**src/rtl/dmem_lsu_ctrl.sv**
```systemverilog
// RV32I load/store sequencer for a 64-word single-port data memory; sub-word stores use read-modify-write.
// Define DMEM_LSU_MISALIGN_TRAP_EN to turn misaligned accesses into errors (otherwise they are aligned down).
module dmem_lsu_ctrl #(
    parameter int DEPTH_WORDS = 64,
    parameter int IDX_W       = 6
) (
    input  logic        clk,
    input  logic        rst_n,
    input  logic        req_valid,
    output logic        req_ready,
    input  logic        req_we,
    input  logic [2:0]  req_funct3,
    input  logic [31:0] req_addr,
    input  logic [31:0] req_wdata,
    output logic        rsp_valid,
    input  logic        rsp_ready,
    output logic [31:0] rsp_rdata,
    output logic        rsp_err,
    output logic        mem_we,
    output logic [31:0] mem_addr,
    output logic [31:0] mem_wdata,
    input  logic [31:0] mem_rdata
);

    typedef enum logic [2:0] {S_IDLE, S_LOAD, S_READ, S_WRITE, S_RESP} state_t;

    state_t             state_q, state_d;
    logic [2:0]         funct3_q, funct3_d;
    logic [IDX_W-1:0]   idx_q, idx_d;
    logic [1:0]         lane_q, lane_d;
    logic [31:0]        wdata_q, wdata_d;
    logic [31:0]        merge_q, merge_d;
    logic [31:0]        rdata_q, rdata_d;
    logic               err_q, err_d;
    logic               mem_we_raw;
    logic [31:0]        word_addr;

    function automatic logic req_error(input logic we, input logic [2:0] f3, input logic [31:0] addr);
        logic bad_f3;
        logic bad_range;
        bad_f3    = we ? (f3 > 3'b010) : (f3 == 3'b011 || f3 == 3'b110 || f3 == 3'b111);
        bad_range = (addr[31:2] >= 30'(DEPTH_WORDS));
`ifdef DMEM_LSU_MISALIGN_TRAP_EN
        return bad_f3 | bad_range
             | (f3[1:0] == 2'b01 && addr[0])
             | (f3[1:0] == 2'b10 && addr[1:0] != 2'b00);
`else
        // Lane selection ignores the low address bits below the access size, which aligns down.
        return bad_f3 | bad_range;
`endif
    endfunction

    function automatic logic [31:0] load_extend(input logic [31:0] word, input logic [2:0] f3,
                                                input logic [1:0] lane);
        logic [31:0]        byte_sh;
        logic [31:0]        half_sh;
        logic signed [7:0]  b_s;
        logic signed [15:0] h_s;
        logic signed [31:0] ext_s;
        logic [31:0]        res;
        byte_sh = word >> {lane, 3'b000};
        half_sh = word >> {lane[1], 4'b0000};
        b_s     = signed'(byte_sh[7:0]);
        h_s     = signed'(half_sh[15:0]);
        ext_s   = '0;
        case (f3)
            3'b000:  begin ext_s = b_s; res = ext_s; end
            3'b001:  begin ext_s = h_s; res = ext_s; end
            3'b100:  res = {24'b0, byte_sh[7:0]};
            3'b101:  res = {16'b0, half_sh[15:0]};
            default: res = word;
        endcase
        return res;
    endfunction

    function automatic logic [31:0] store_merge(input logic [31:0] old, input logic [31:0] wd,
                                                input logic [2:0] f3, input logic [1:0] lane);
        logic [31:0] mask;
        logic [31:0] data;
        if (f3[1:0] == 2'b00) begin
            mask = 32'h0000_00FF << {lane, 3'b000};
            data = {24'b0, wd[7:0]} << {lane, 3'b000};
        end else begin
            mask = 32'h0000_FFFF << {lane[1], 4'b0000};
            data = {16'b0, wd[15:0]} << {lane[1], 4'b0000};
        end
        return (old & ~mask) | (data & mask);
    endfunction

    assign word_addr = {{(30-IDX_W){1'b0}}, idx_q, 2'b00};

    always_comb begin
        state_d    = state_q;
        funct3_d   = funct3_q;
        idx_d      = idx_q;
        lane_d     = lane_q;
        wdata_d    = wdata_q;
        merge_d    = merge_q;
        rdata_d    = rdata_q;
        err_d      = err_q;
        req_ready  = 1'b0;
        rsp_valid  = 1'b0;
        mem_we_raw = 1'b0;
        mem_addr   = '0;
        mem_wdata  = '0;
        case (state_q)
            S_IDLE: begin
                req_ready = 1'b1;
                if (req_valid) begin
                    funct3_d = req_funct3;
                    idx_d    = req_addr[IDX_W+1:2];
                    lane_d   = req_addr[1:0];
                    wdata_d  = req_wdata;
                    rdata_d  = '0;
                    err_d    = req_error(req_we, req_funct3, req_addr);
                    if (err_d)                        state_d = S_RESP;
                    else if (!req_we)                 state_d = S_LOAD;
                    else if (req_funct3[1:0] == 2'b10) state_d = S_WRITE;
                    else                              state_d = S_READ;
                end
            end
            S_LOAD: begin
                mem_addr = word_addr;
                rdata_d  = load_extend(mem_rdata, funct3_q, lane_q);
                state_d  = S_RESP;
            end
            S_READ: begin
                mem_addr = word_addr;
                merge_d  = mem_rdata;
                state_d  = S_WRITE;
            end
            S_WRITE: begin
                mem_addr   = word_addr;
                mem_we_raw = 1'b1;
                mem_wdata  = (funct3_q[1:0] == 2'b10) ? wdata_q
                                                      : store_merge(merge_q, wdata_q, funct3_q, lane_q);
                state_d    = S_RESP;
            end
            S_RESP: begin
                rsp_valid = 1'b1;
                if (rsp_ready) state_d = S_IDLE;
            end
            default: state_d = S_IDLE;
        endcase
    end

    // Gating with rst_n keeps a reset that lands in WRITE from corrupting memory.
    assign mem_we    = mem_we_raw & rst_n;
    assign rsp_rdata = rdata_q;
    assign rsp_err   = err_q;

    always_ff @(posedge clk) begin
        if (!rst_n) begin
            state_q  <= S_IDLE;
            funct3_q <= '0;
            idx_q    <= '0;
            lane_q   <= '0;
            wdata_q  <= '0;
            merge_q  <= '0;
            rdata_q  <= '0;
            err_q    <= 1'b0;
        end else begin
            state_q  <= state_d;
            funct3_q <= funct3_d;
            idx_q    <= idx_d;
            lane_q   <= lane_d;
            wdata_q  <= wdata_d;
            merge_q  <= merge_d;
            rdata_q  <= rdata_d;
            err_q    <= err_d;
        end
    end

endmodule
```
**config.mk**
```make
export PLATFORM = sky130hd
export DESIGN_NAME = dmem_lsu_ctrl
export DESIGN_NICKNAME = d
export VERILOG_FILES = /design/src/rtl/dmem_lsu_ctrl.sv
export SDC_FILE = /design/constraint.sdc
export NUM_CORES = 1
export LEC_CHECK = 0
export CORE_MARGIN = 2
export CORE_UTILIZATION = 43
export CTS_CLUSTER_SIZE = 8
export DETAILED_ROUTE_END_ITERATION = 10
export PLACE_DENSITY = 0.89
export SLEW_MARGIN = 20
export SYNTH_ARGS = -nofsm -noshare
export SYNTH_HDL_FRONTEND = slang
export SYNTH_SLANG_ARGS = --single-unit
```
**constraint.sdc**
```tcl
create_clock -name clk -period 3.75 [get_ports clk]
set_input_delay 0.75 -clock clk [delete_from_list [all_inputs] [get_ports clk]]
set_output_delay 0.75 -clock clk [all_outputs]
set_load 0.005 [all_outputs]
```
==> results.cfg, run 1 <==
[logic_synthesis]
ys_ff_latch = 111
synth.distinct_cells = 53
seq_area_frac_synth_pct = 40.2
syn_inst = 713
synth_area_per_cell_um2 = 7.75
syn_area_um2 = 5530
async_flop_share_pct = 0
synth-edff-count = 0
ys_warn_count = 0
synthFlopType = dfxtp_1

[timing]
fmax_mhz = 296
worstMarginPinSlew_ps = 1020
hold_viol = 0
setup_tns_ps = 0
setup_viol = 0
period_needed_ps = 3380
rsz0062_at_grt = no
max-slew-margin-rel_pct = 31.6
fin_skew_ps = 7.04
post-route-period-util_pct = 90.1
slew_viol_final = 0

[placement]
portBuffers = 177
dpl-instance-area_um2 = 7230
place_hpwl_um = 13200
gp_congestion = 0.983

[job]
max-cap-violations = 0

[critical_path]
ff2ff_path_depth = 5
crit_start = funct3_q[1]$_SDFFE_PN0P_
ff2ff_setup_slack_ps = 1660
r2r_end = rsp_rdata[25]$_SDFFE_PN0P_
startpoint_type = flop
crit_arrival_ps = 2630
crit_fanout = 13
worst_setup_path_end_kind = primary output
reg2reg_from = lane_q[1]$_SDFFE_PN0P_
crit_type = reg -> out
required_ps = 3000

[global_routing]
antenna_found_initial = 0
grt-ovfl-total = 0
grt_usage_pct = 25.2
grt_pass1_vias = 5306
grt_max_degree = 80
grt_pass1_wl_um = 27500

[run_status]
outcome = completed

[layout]
layout-drive-gt1-share_pct = 5.58
design_area_um2 = 7530
nFillCells = 1137
final_core_util_pct = 59.9
final_nets = 959
syn_to_final_growth_pct = 36.2
n_antenna_cell = 0

[power]
ir_drop_mv = 0.252
p_sw_share_pct = 25.7
p_clk_share_pct = 37.9
p_leak_nw = 2.79
seqPwrFrac_pct = 48.2
intPower_mw = 1.91
power_density_nw_per_um2 = 342
power_switching_mw = 0.662
p_comb_share_pct = 13.9

[clocking]
cts-buffers-inserted = 9
cts_buffer_depth = 2
post_cts_buffers = 0
cts_hold_buf = 0
clkSinkCount = 111
cts_resized = 0
cts_tree = done
cts-root-buf = clkbuf_16
insertion_delay_ps = 360
cts_max_level = 3
clkTransAtPathRegs_ps = 70

[floorplanning]
num_io_pins = 204
start_util_pct = 44.0
die_h_um = 117
die_area_um2 = 13800
core_um2 = 12600
die_w_um = 117
placementRows = 41

[min_path]
whs_path_depth = 2
hp-start = idx_q[3]$_SDFFE_PN0P_
timing.hold.worst_endpoint = idx_q[3]$_SDFFE_PN0P_
min_path_type = reg -> reg

[drt]
ant_nets = 0
firstDrtPassIters = 6
initialDrtViolationCount = 492
vias = 5670
drt-vias-per-instance = 5.49
wl_per_cell_um = 17.2
drcViolationCount = 0
wl_um = 17800
==> routing by layer <==
| layer | global-route usage, % | vias up | share of wire [%] |
|---|---|---|---|
| li1 | - | 2690 | - |
| met1 | 30.6 | 2603 | 39 |
| met2 | 42.5 | 316 | 48 |
| met3 | 6.18 | 61 | 9.2 |
| met4 | 10.6 | 0 | 3.8 |
| met5 | 0 | - | 0 |
==> state kept, by name, summed over array words and instances (netlist names) <==
register,cells
funct3_q,3
idx_q,6
lane_q,2
merge_q,32
rsp_err,1
rsp_rdata,32
state_q,3
wdata_q,32
==> worst max-delay path, cell delays in order (launching register included) <==
cell and delay (ps):
dfxtp_1 530, or2_1 350, o21a_1 460, mux2i_1 150
o21ai_0 230, clkdlybuf4s50_1 550
==> kinds of logic (layout without fill, tap and decap cells) <==
kind of cell,after synthesis,in the layout,synth area share (%)
simple gates,278,278,22.6
mux,35,35,6.36
other cells,1,26,0.0678
compound gates,196,196,21.7
buf+inv,92,214,9.12
flops,111,111,40.2
==> cells in the final DEF, fill, tap and decap left out, types with 10 or more instances in the layout <==
master and instances:
a21oi_1 93, a221o_2 10, and2_1 11, buf_4 12, clkdlybuf4s50_1 177, conb_1 26, dfxtp_1 111, mux2i_1 34
nand2_1 186, nand3_1 17, nor2_1 23, o21ai_0 44
==> how the worst max path moves through the flow <==
stage / end / slack (ps) / depth (start not counted)
after floorplan: mem_wdata[10] / 1560 / 7
after global placement: mem_wdata[23] / 840 / 6
after detailed placement: mem_wdata[9] / 810 / 5
after CTS: mem_wdata[9] / 410 / 5
after global routing: mem_wdata[12] / 260 / 5
final: mem_wdata[9] / 370 / 5
==> synth_stat cells (all sizes together) (2+ instances only) <==
master | number | area, um2
nand2 | 187 | 709
dfxtp | 111 | 2220
a21oi | 93 | 465
o21ai | 53 | 280
buf | 49 | 342
clkbuf | 34 | 129
mux2i | 34 | 340
nor2 | 23 | 86.3
nand3 | 17 | 85.1
a221o | 16 | 173
and2 | 11 | 68.8
inv | 9 | 33.8
o31ai | 9 | 67.6
nand4 | 8 | 50.1
a32oi | 7 | 61.3
nor2b | 7 | 51.3
nor4 | 6 | 37.5
o22ai | 6 | 37.5
nand2b | 4 | 25.0
and3 | 3 | 23.8
a311oi | 2 | 17.5
a31oi | 2 | 27.5
a41o | 2 | 20.0
nor3 | 2 | 10.0
o21bai | 2 | 15.0
or3 | 2 | 17.5
or3b | 2 | 17.5
==> stage by stage <==
step	hold WS [ps]	total power, mW	cells	setup WS, ps
2_1_floorplan	432	1.46	738	1560
3_3_place_gp	437	1.61	1016	842
3_5_place_dp	444	1.62	1016	809
4_1_cts	453	2.58	1032	406
5_1_grt	474	2.66	1032	264
6_report	450	2.58	1032	372
==> layout make-up <==
type / count / area, um2 / area share, %
flip-flops and latches: 111 / 2220 / 29.5
clock buffers: 11 / 243 / 3.22
inverters: 9 / 33.8 / 0.449
multi-input cells: 535 / 2900 / 38.5
clock inverters: 5 / 57.6 / 0.764
well taps: 172 / 215 / 2.86
repair buffers: 189 / 1860 / 24.7
==> power groups by stage <==
stage | Sequential (mW) | Clock, mW | Combinational, mW
after floorplan | 1.25 | 0 | 0.207
after global placement | 1.27 | 0 | 0.347
after detailed placement | 1.27 | 0 | 0.351
after CTS | 1.24 | 0.988 | 0.354
after global routing | 1.24 | 1.04 | 0.385
final | 1.24 | 0.977 | 0.357
No activity file was read; power rests on OpenSTA's default activity.
==> run 2: changes to the inputs <==
RECOVER_POWER = 25   (was not set)
==> run 2 against run 1 <==
  * The run now ends with max-capacitance violations, max-slew violations left
  * Critical path type unchanged
  * Register-to-register slack worse by 890 ps
  * Highest routed layer unchanged
  * Total power unchanged
  * Fmax is essentially flat
  * Sequential power about the same
==> results.cfg, run 2 (same netlist as run 1, synthesis figures left out) <==
[layout]
multi_input_area_um2 = 2900
layout-drive-gt1-share_pct = 5.35
final_common_cell = nand2_1
nFillCells = 1140
n_antenna_cell = 0
mostFrequentLayoutCells = nand2_1, clkdlybuf4s50_1, dfxtp_1, a21oi_1, o21ai_0
design_area_um2 = 7520
final_nets = 959
syn_to_final_growth_pct = 36.1
final_core_util_pct = 59.9
instances_no_fill = 1032
regArea_um2 = 2220

[power]
power_mw = 2.58
power_density_nw_per_um2 = 342
ir_drop_mv = 0.253
p_leak_nw = 2.90

[clocking]
clkTransAtPathRegs_ps = 70
post_cts_buffers = 0
cts_tree = done
clkSinkCount = 111
cts-root-buf = clkbuf_16
insertion_delay_ps = 360
cts_buffer_depth = 2
cts-buffers-inserted = 9
cts_resized = 0
cts_max_level = 3
cts_hold_buf = 0

[timing]
worstMarginPinSlew_ps = 2010
setup_tns_ps = 0
fin_hold_ws_ps = 450
setup_slack_ps = 376
period_needed_ps = 3370
fin_skew_ps = 6.35
post-route-period-util_pct = 90.0
setup_viol = 0
hold_viol = 0
slew_viol_final = 126
fmax_mhz = 296
max-slew-margin-rel_pct = -34.1
rsz0062_at_grt = no

[placement]
dpl-instance-area_um2 = 7230
place_hpwl_um = 13200
portBuffers = 177
placedCellCount = 1016
detailedPlace.worstSlack_ps = 809
gp_congestion = 0.983

[drt]
wl_per_cell_um = 17.2
drcViolationCount = 0
ant_nets = 0
initialDrtViolationCount = 523
firstDrtPassIters = 5
drt-vias-per-instance = 5.49
vias = 5665
wl_um = 17800

[global_routing]
grt_usage_pct = 25.2
grt_max_degree = 80
grt_pass1_vias = 5306
grt-ovfl-total = 0
antenna_found_initial = 0
grt_pass1_wl_um = 27500

[critical_path]
crit_type = reg -> out
startpoint_type = flop
worst_setup_path_end_kind = primary output
required_ps = 3000
ff2ff_path_depth = 5
crit_fanout = 13
crit_arrival_ps = 2620

[floorplanning]
die_h_um = 117
start_util_pct = 44.0
core_um2 = 12600
die_area_um2 = 13800
num_io_pins = 204
die_w_um = 117
placementRows = 41

[run_status]
violations = max-capacitance violations, max-slew violations
outcome = complete, but fails checks

[min_path]
whs_path_depth = 2
min_path_type = reg -> reg

[job]
max-cap-violations = 2
==> run 2: layer usage <==
metal,up-vias,part of all wire (%),GRT usage (%)
met5,-,0,0
met4,0,3.8,10.6
met3,59,8.9,6.18
met2,312,48,42.5
met1,2600,39,30.6
li1,2694,-,-
==> run 2: final timing paths <==
kind                                                from                  endpoint  slack [ps]
worst max-delay path            funct3_q[1]$_SDFFE_PN0P_              mem_wdata[9]         380
worst min-delay path               idx_q[3]$_SDFFE_PN0P_     idx_q[3]$_SDFFE_PN0P_         450
worst max register to register   state_q[0]$_SDFFE_PN0P_  funct3_q[0]$_SDFFE_PN0P_         770
worst min register to register     idx_q[3]$_SDFFE_PN0P_     idx_q[3]$_SDFFE_PN0P_         450
==> run 2: final cells by class <==
cell class / instances / area share [%]
clock inverter: 5 / 0.765
inverter: 9 / 0.449
clock buffer: 11 / 3.23
sequential: 111 / 29.5
tap: 172 / 2.86
timing repair buffer: 189 / 24.7
multi-input combinational: 535 / 38.5
==> run 2: critical path, stage by stage (launching register included) <==
cell	delay, ps
dfxtp_1	530
or2_1	340
o21a_1	460
mux2i_1	140
o21ai_0	230
clkdlybuf4s50_1	550
==> run 2: report_power, final <==
group / switching (mW) / internal, mW / total (mW)
sequential: 0.0334 / 1.21 / 1.24
combinational: 0.187 / 0.171 / 0.357
clock: 0.442 / 0.536 / 0.978
total: 0.662 / 1.91 / 2.58
